[src/rtl/uart_fifo_core.sv]
// uart_fifo_core: UART with 16x oversampled receiver, RX and TX FIFOs, one shared tick.
// All logic runs on CLK_50MHZ with asynchronous active-high RST.
// Optional feature macro: UART_PARITY_EN. When defined, an even-parity bit follows the
// data bits on TX and is checked on RX. When undefined, frames are start+DATA_W+stop
// and PARITY_ERR is tied 0.
module uart_fifo_core #(
    parameter int DATA_W     = 8,
    parameter int FIFO_DEPTH = 4,
    parameter int DIV        = 27,
    parameter int STOP_BITS  = 1
) (
    input  logic              CLK_50MHZ,
    input  logic              RST,
    input  logic              RX,
    output logic              TX,
    input  logic [DATA_W-1:0] DATA_IN,
    input  logic              WR_EN,
    output logic              TX_FULL,
    output logic              TX_BUSY,
    output logic [DATA_W-1:0] DATA_OUT,
    input  logic              RD_EN,
    output logic              RX_EMPTY,
    output logic              RX_OVERRUN,
    output logic              FRAME_ERR,
    output logic              PARITY_ERR
);

    localparam int AW    = $clog2(FIFO_DEPTH);
    localparam int DIV_W = (DIV > 1) ? $clog2(DIV) : 1;

    localparam logic [2:0] S_IDLE   = 3'd0;
    localparam logic [2:0] S_START  = 3'd1;
    localparam logic [2:0] S_DATA   = 3'd2;
`ifdef UART_PARITY_EN
    localparam logic [2:0] S_PARITY = 3'd3;
`endif
    localparam logic [2:0] S_STOP   = 3'd4;

    // ------------------------------------------------------------------
    // TX FIFO
    // ------------------------------------------------------------------
    logic [DATA_W-1:0] tx_mem [FIFO_DEPTH];
    logic [AW:0]       tx_wr_ptr, tx_rd_ptr;
    logic              tx_empty, tx_full, tx_pop, tx_do_push;
    logic [DATA_W-1:0] tx_head;

    assign tx_empty   = (tx_wr_ptr == tx_rd_ptr);
    assign tx_full    = (tx_wr_ptr[AW] != tx_rd_ptr[AW]) &&
                        (tx_wr_ptr[AW-1:0] == tx_rd_ptr[AW-1:0]);
    // A push into a full FIFO is accepted only when the serialiser pops on the same cycle.
    assign tx_do_push = WR_EN && (!tx_full || tx_pop);
    assign tx_head    = tx_mem[tx_rd_ptr[AW-1:0]];

    // TX FIFO storage write.
    // NOTE: FIFO storage is deliberately not reset; pointers define validity, and
    // resetting the array would only turn cheap RAM into a wide flop bank.
    always_ff @(posedge CLK_50MHZ) begin
        if (tx_do_push) tx_mem[tx_wr_ptr[AW-1:0]] <= DATA_IN;
    end

    // TX FIFO pointers; tx_pop is only raised when the FIFO is non-empty.
    // NOTE: state registers use non-blocking assignments so every flop samples
    // pre-edge values regardless of statement order.
    always_ff @(posedge CLK_50MHZ or posedge RST) begin
        if (RST) begin
            tx_wr_ptr <= '0;
            tx_rd_ptr <= '0;
        end else begin
            if (tx_do_push) tx_wr_ptr <= tx_wr_ptr + 1'b1;
            if (tx_pop)     tx_rd_ptr <= tx_rd_ptr + 1'b1;
        end
    end

    // ------------------------------------------------------------------
    // Oversample tick, shared by RX and TX
    // ------------------------------------------------------------------
    logic [DIV_W-1:0] tick_cnt;
    logic             tick;

    assign tick = (tick_cnt == DIV_W'(DIV - 1));

    // Free-running divider; reloaded at a TX pop so TX bit edges are exact.
    always_ff @(posedge CLK_50MHZ or posedge RST) begin
        if (RST)                 tick_cnt <= '0;
        else if (tx_pop || tick) tick_cnt <= '0;
        else                     tick_cnt <= tick_cnt + 1'b1;
    end

    // ------------------------------------------------------------------
    // TX serialiser
    // ------------------------------------------------------------------
    logic [2:0]        tx_state;
    logic [3:0]        tx_cnt;
    logic [3:0]        tx_bit;
    logic [DATA_W-1:0] tx_shift;
    logic              tx_q;
    logic              tx_bit_end, tx_last_stop;
`ifdef UART_PARITY_EN
    logic              tx_par;
`endif

    assign tx_bit_end   = tick && (tx_cnt == 4'd15);
    assign tx_last_stop = (tx_state == S_STOP) && tx_bit_end && (tx_bit == 4'(STOP_BITS - 1));
    // Pop from IDLE, or straight out of the last stop bit so back-to-back frames have no gap.
    assign tx_pop       = !tx_empty && ((tx_state == S_IDLE) || tx_last_stop);

    // TX state machine: each bit lasts 16 ticks counted from the pop.
    always_ff @(posedge CLK_50MHZ or posedge RST) begin
        if (RST) begin
            tx_state <= S_IDLE;
            tx_cnt   <= '0;
            tx_bit   <= '0;
            tx_shift <= '0;
`ifdef UART_PARITY_EN
            tx_par   <= 1'b0;
`endif
        end else begin
            if (tick) tx_cnt <= tx_cnt + 1'b1;
            if (tx_pop) begin
                tx_state <= S_START;
                tx_cnt   <= '0;
                tx_bit   <= '0;
                tx_shift <= tx_head;
`ifdef UART_PARITY_EN
                tx_par   <= ^tx_head;
`endif
            end else if (tx_bit_end) begin
                case (tx_state)
                    S_START: begin
                        tx_state <= S_DATA;
                        tx_bit   <= '0;
                    end
                    S_DATA: begin
                        tx_shift <= tx_shift >> 1;
                        if (tx_bit == 4'(DATA_W - 1)) begin
                            tx_bit   <= '0;
`ifdef UART_PARITY_EN
                            tx_state <= S_PARITY;
`else
                            tx_state <= S_STOP;
`endif
                        end else begin
                            tx_bit <= tx_bit + 1'b1;
                        end
                    end
`ifdef UART_PARITY_EN
                    S_PARITY: begin
                        tx_state <= S_STOP;
                        tx_bit   <= '0;
                    end
`endif
                    S_STOP: begin
                        if (tx_bit == 4'(STOP_BITS - 1)) tx_state <= S_IDLE;
                        else                             tx_bit   <= tx_bit + 1'b1;
                    end
                    default: tx_state <= S_IDLE;
                endcase
            end
        end
    end

    // Registered line driver: follows the state one cycle later, glitch-free.
    always_ff @(posedge CLK_50MHZ or posedge RST) begin
        if (RST) begin
            tx_q <= 1'b1;
        end else begin
            case (tx_state)
                S_START:  tx_q <= 1'b0;
                S_DATA:   tx_q <= tx_shift[0];
`ifdef UART_PARITY_EN
                S_PARITY: tx_q <= tx_par;
`endif
                default:  tx_q <= 1'b1;
            endcase
        end
    end

    assign TX      = tx_q;
    assign TX_FULL = tx_full;
    assign TX_BUSY = (tx_state != S_IDLE) || !tx_empty;

    // ------------------------------------------------------------------
    // RX synchroniser and deserialiser
    // ------------------------------------------------------------------
    logic              rx_s1, rx_s2, rx_prev;
    logic [2:0]        rx_state;
    logic [3:0]        rx_cnt;
    logic [3:0]        rx_bit;
    logic [DATA_W-1:0] rx_shift;
    logic              rx_fall, rx_mid, rx_stop_mid, rx_push;
`ifdef UART_PARITY_EN
    logic              rx_par;
`endif

    // Two-flop synchroniser plus one history flop for falling-edge detection.
    always_ff @(posedge CLK_50MHZ or posedge RST) begin
        if (RST) begin
            rx_s1   <= 1'b1;
            rx_s2   <= 1'b1;
            rx_prev <= 1'b1;
        end else begin
            rx_s1   <= RX;
            rx_s2   <= rx_s1;
            rx_prev <= rx_s2;
        end
    end

    assign rx_fall     = rx_prev && !rx_s2;
    // Sample count wraps every 16 ticks, so count 7 is mid-bit for every bit.
    assign rx_mid      = tick && (rx_cnt == 4'd7);
    assign rx_stop_mid = (rx_state == S_STOP) && rx_mid;
    assign rx_push     = rx_stop_mid && rx_s2;

    // RX state machine: start validated at mid-bit, then one sample per bit.
    always_ff @(posedge CLK_50MHZ or posedge RST) begin
        if (RST) begin
            rx_state <= S_IDLE;
            rx_cnt   <= '0;
            rx_bit   <= '0;
            rx_shift <= '0;
`ifdef UART_PARITY_EN
            rx_par   <= 1'b0;
`endif
        end else begin
            if (tick) rx_cnt <= rx_cnt + 1'b1;
            case (rx_state)
                S_IDLE: begin
                    rx_cnt <= '0;
                    if (rx_fall) rx_state <= S_START;
                end
                S_START: begin
                    rx_bit <= '0;
                    if (rx_mid) rx_state <= rx_s2 ? S_IDLE : S_DATA;
                end
                S_DATA: begin
                    if (rx_mid) begin
                        rx_shift <= {rx_s2, rx_shift[DATA_W-1:1]};
                        if (rx_bit == 4'(DATA_W - 1)) begin
`ifdef UART_PARITY_EN
                            rx_state <= S_PARITY;
`else
                            rx_state <= S_STOP;
`endif
                        end else begin
                            rx_bit <= rx_bit + 1'b1;
                        end
                    end
                end
`ifdef UART_PARITY_EN
                S_PARITY: begin
                    if (rx_mid) begin
                        rx_par   <= rx_s2;
                        rx_state <= S_STOP;
                    end
                end
`endif
                S_STOP: begin
                    if (rx_mid) rx_state <= S_IDLE;
                end
                default: rx_state <= S_IDLE;
            endcase
        end
    end

    // ------------------------------------------------------------------
    // RX FIFO (first-word fall-through)
    // ------------------------------------------------------------------
    logic [DATA_W-1:0] rx_mem [FIFO_DEPTH];
    logic [AW:0]       rx_wr_ptr, rx_rd_ptr;
    logic              rx_empty, rx_full, rx_do_push, rx_do_pop;

    assign rx_empty   = (rx_wr_ptr == rx_rd_ptr);
    assign rx_full    = (rx_wr_ptr[AW] != rx_rd_ptr[AW]) &&
                        (rx_wr_ptr[AW-1:0] == rx_rd_ptr[AW-1:0]);
    assign rx_do_pop  = RD_EN && !rx_empty;
    assign rx_do_push = rx_push && (!rx_full || rx_do_pop);

    // RX FIFO storage write.
    always_ff @(posedge CLK_50MHZ) begin
        if (rx_do_push) rx_mem[rx_wr_ptr[AW-1:0]] <= rx_shift;
    end

    // RX FIFO pointers.
    always_ff @(posedge CLK_50MHZ or posedge RST) begin
        if (RST) begin
            rx_wr_ptr <= '0;
            rx_rd_ptr <= '0;
        end else begin
            if (rx_do_push) rx_wr_ptr <= rx_wr_ptr + 1'b1;
            if (rx_do_pop)  rx_rd_ptr <= rx_rd_ptr + 1'b1;
        end
    end

    // Head is forced to 0 while empty so DATA_OUT is clean out of reset.
    assign DATA_OUT = rx_empty ? '0 : rx_mem[rx_rd_ptr[AW-1:0]];
    assign RX_EMPTY = rx_empty;

    // Error pulses, registered so they line up with the RX_EMPTY update.
    always_ff @(posedge CLK_50MHZ or posedge RST) begin
        if (RST) begin
            FRAME_ERR  <= 1'b0;
            RX_OVERRUN <= 1'b0;
`ifdef UART_PARITY_EN
            PARITY_ERR <= 1'b0;
`endif
        end else begin
            FRAME_ERR  <= rx_stop_mid && !rx_s2;
            RX_OVERRUN <= rx_push && rx_full && !RD_EN;
`ifdef UART_PARITY_EN
            PARITY_ERR <= rx_stop_mid && (^{rx_shift, rx_par});
`endif
        end
    end

`ifndef UART_PARITY_EN
    assign PARITY_ERR = 1'b0;
`endif

endmodule
[config.mk]
export PLATFORM = sky130hd
export DESIGN_NAME = uart_fifo_core
export DESIGN_NICKNAME = d
export VERILOG_FILES = /design/src/rtl/uart_fifo_core.sv
export SDC_FILE = /design/constraint.sdc
export NUM_CORES = 1
export LEC_CHECK = 0
export ABC_AREA = 1
export BUFFER_PORTS_ARGS = -buffer_cell sky130_fd_sc_hd__buf_2
export CAP_MARGIN = 25
export CORE_MARGIN = 5
export CORE_UTILIZATION = 45
export DETAILED_ROUTE_END_ITERATION = 16
export REMOVE_ABC_BUFFERS = 1
export SLEW_MARGIN = 20
export SYNTH_ARGS = -nofsm -noshare
export SYNTH_HDL_FRONTEND = slang
export SYNTH_SLANG_ARGS = --single-unit
[constraint.sdc]
create_clock -name CLK_50MHZ -period 2.08 [get_ports CLK_50MHZ]
set_input_delay 0.416 -clock CLK_50MHZ [delete_from_list [all_inputs] [get_ports CLK_50MHZ]]
set_output_delay 0.416 -clock CLK_50MHZ [all_outputs]
set_load 0.03 [all_outputs]
==> flow_summary.ini <==
[grt]
grt.busiest_layer = met2
grt_pass1_wl_um = 18200
grtUsageTotal_pct = 15.7
globalRouteMet3Util_pct = 4.98
met2_layer_usage_reported_by_global_route_pct = 26.0
grt_start_max_net_pins = 56
number_of_global_route_vias_before_repair = 3879
antenna_found_initial = 0
grt_overflow = 0
met1_usage_pct = 19.1

[clock_tree]
clockRootBuffer = sky130_fd_sc_hd__clkbuf_16
cts-htree-levels = 4
tritoncts_clock_tree = done
clkSlewWorstSetupHoldPaths_ns = 0.05
cts_made_buffers = 17
clock_sink_count = 125
ctsLongestPathBuffers = 2
clock_insertion_delay_worst_skew_ns = 0.41

[synthesis]
postSynthRegisterBits = 125
synthCells = 567
synth_seq_area_share_pct = 60.7
synth_flop_cell = sky130_fd_sc_hd__edfxtp_1
yosysUniqueCellTypes = 35
ys_warns = 0
synth_largest_area_cell = sky130_fd_sc_hd__edfxtp_1
avgSynthCellArea_um2 = 10.0
synth-compound-area-share_pct = 3.89
synth_simple_gate_area_share_pct = 23.8
synthArstFlopShare_pct = 48.8
number_of_synthesized_flops_with_an_enable_pin = 64
mappedNetlistArea_um2 = 5690
synth.area.mux_share_pct = 0
post-synth-top-area-fraction_pct = 33.8
yosys-top-cells-area = sky130_fd_sc_hd__edfxtp_1, sky130_fd_sc_hd__dfrtp_1, sky130_fd_sc_hd__nand2_1
synth_xor_xnor_area_share_pct = 3.21
fraction_of_the_mapped_netlist_area_in_adder_cells_pct = 3.74
main_combinational_cell_family_by_area_after_synthesis = simple AND/OR/NAND/NOR gates

[sta]
layout_min_cycle_time_ns = 2.09
rsz_0062_raised_after_global_routing = true
drv_slew = 0
hold_violations = 0
fin_worst_skew_ns = 0.00438
setup-tns-final_ns = -0.00613
final_setup_slack_of_the_worst_path_ns = -0.00613
timing.final.setup_violations = 1
min_period_over_period_pct = 100
max_freq_ghz = 0.479
fin_hold_ws_ns = 0.102

[floorplanning]
die_footprint_um2 = 15000
die_x_um = 122
rows = 41
ports_placed_on_the_boundary = 28
die_h_um = 122
floorplan.core_area_um2 = 12500
floorplan.initialDensity_pct = 45.4

[critical_path]
r2r-start = tick_cnt[0]
arrival_time_reported_for_the_critical_path_endpoint_ns = 1.67
critPathLaunchType = register
required_ns = 1.66
timing.critical_path.from = rx_rd_ptr[0]
critPathCaptureType = output pin
criticalPathCategory = register to output pin
worst-path-max-fanout = 5

[layout]
layout-drive-gt1-share_pct = 20.9
layout-area-overhead-vs-synth_pct = 23.3
design.final.nets = 658
design_area_um2 = 7010
layout_fillers = 1067
antenna_cells = 0

[detailed_routing]
detail_route.first_pass.iterations = 4
detailedRoute.firstIterationViolations = 229
overall_via_count_from_detail_route = 3912
routed_wire_length_per_instance_um = 13.1
routed_wirelength_um = 10700
via_per_inst = 4.81
drc = 0
drtAntennaViolNets = 0

[status]
outcome = finished with violations
failed_checks = setup timing

[placed_design]
place.gp.congestion = 0.802
dp.final_hpwl_um = 7240
numPortBuffers = 26
placed_area_um2 = 6120

[run]
cap_violations = 0

[pwr]
leakagePower_nw = 3.23
ir_worst_vdd_mv = 0.938
pwr_density_cell_nw_per_um2 = 1340

[worst_hold_path]
worst_hold_startpoint = RX
worstHoldPathType = input pin to register
[layer usage]
metal / vias to the layer above / routed length [um]
li1: 2010 / -
met1: 1820 / 4810
met2: 63 / 5270
met3: 19 / 368
met4: 0 / 243
met5: - / 0
[worst max-delay path, stage by stage, from the launching register on]
cell and delay (ns):
sky130_fd_sc_hd__dfrtp_2 0.46, sky130_fd_sc_hd__xor2_1 0.17, sky130_fd_sc_hd__nor2_2 0.20, sky130_fd_sc_hd__nand2_2 0.16, sky130_fd_sc_hd__nand2_1 0.10, sky130_fd_sc_hd__inv_1 0.05, sky130_fd_sc_hd__buf_6 0.13
[cells in the mapped netlist, drive strengths merged (3+ instances only)]
| cell | instances |
|---|---|
| nand2 | 159 |
| nor2 | 66 |
| edfxtp | 64 |
| nand3 | 62 |
| dfrtp | 57 |
| inv | 46 |
| o21ai | 24 |
| ha | 17 |
| xnor2 | 11 |
| buf | 9 |
| nand4 | 9 |
| xor2 | 9 |
| o32ai | 8 |
| nor3 | 5 |
| clkbuf | 4 |
| dfstp | 4 |
| clkinv | 3 |
[area by class of cell]
cell class	count	area, um^2	area share, %
timing repair buffer	54	439	6.27
multi-input combinational	381	2070	29.5
tap	172	215	3.07
inverter	49	184	2.62
clock buffer	22	485	6.93
clock inverter	10	159	2.27
sequential	125	3460	49.3
[where the power goes]
part / switching (mW) / total [mW] / internal (mW)
clock: 1.01 / 3.15 / 2.13
combinational: 1.76 / 2.98 / 1.22
sequential: 0.272 / 3.29 / 3.02
[state kept, by name, summed over array words and instances (netlist names), 4 cells and up]
| register | cells |
|---|---|
| rx_mem | 32 |
| tx_mem | 32 |
| rx_shift | 8 |
| tx_shift | 8 |
| tick_cnt | 5 |
| rx_bit | 4 |
| rx_cnt | 4 |
| tx_bit | 4 |
| tx_cnt | 4 |
[logic make-up (layout without fill, tap and decap cells)]
kind of cell / after synthesis / count (layout)
DFF: 125 / 125
adders and majority gates: 17 / 17
AOI/OAI and AO/OA: 37 / 37
and+or+nand+nor: 305 / 306
buffers and inverters: 62 / 135
xor gates and xnor gates: 20 / 20
other: 1 / 1
[metrics by stage]
stage          setup slack (ns)  utilization [%]  cells  power (mW)
2_1_floorplan           -0.0812                -    554        5.09
3_3_place_gp              0.109             48.9    772        5.79
3_5_place_dp             0.0249             48.9    772        5.84
4_1_cts                 -0.0359             55.2    808        9.39
5_1_grt                  -0.111             56.0    813        10.0
6_report               -0.00613             56.0    813        9.42
[final timing paths]
path	to	slack, ns	cells past startpoint
max	DATA_OUT[2]	-0.006	6
min	rx_s1	0.10	1
max reg2reg	rx_mem[1][6]	0.22	11
min reg2reg	rx_s2	0.36	0
max in group asynchronous	TX	1.06	4
min in group asynchronous	rx_rd_ptr[2]	0.45	3
[timing repair]
action	4_1_cts	5_1_grt
endpoints found under the hold margin	6	0
hold buffers	1	0
resized for setup	31	26
gates cloned	2	0
setup buffers	1	5
pin swaps	10	4
setup endpoints to repair	10	74
[placed cells by master, fill, tap and decap left out, types with 7 or more instances in the layout]
master and count:
sky130_fd_sc_hd__nand3_1 59, sky130_fd_sc_hd__xor2_1 9, sky130_fd_sc_hd__o21ai_0 20, sky130_fd_sc_hd__nand2_1 149, sky130_fd_sc_hd__nand2_2 7, sky130_fd_sc_hd__edfxtp_1 64, sky130_fd_sc_hd__buf_2 17, sky130_fd_sc_hd__clkbuf_16 18
sky130_fd_sc_hd__dfrtp_1 53, sky130_fd_sc_hd__buf_4 21, sky130_fd_sc_hd__inv_2 9, sky130_fd_sc_hd__ha_1 17, sky130_fd_sc_hd__nor2_1 55, sky130_fd_sc_hd__nand4_1 9, sky130_fd_sc_hd__xnor2_1 7, sky130_fd_sc_hd__inv_1 38
sky130_fd_sc_hd__buf_6 13
(Power assumes the default switching activity.)
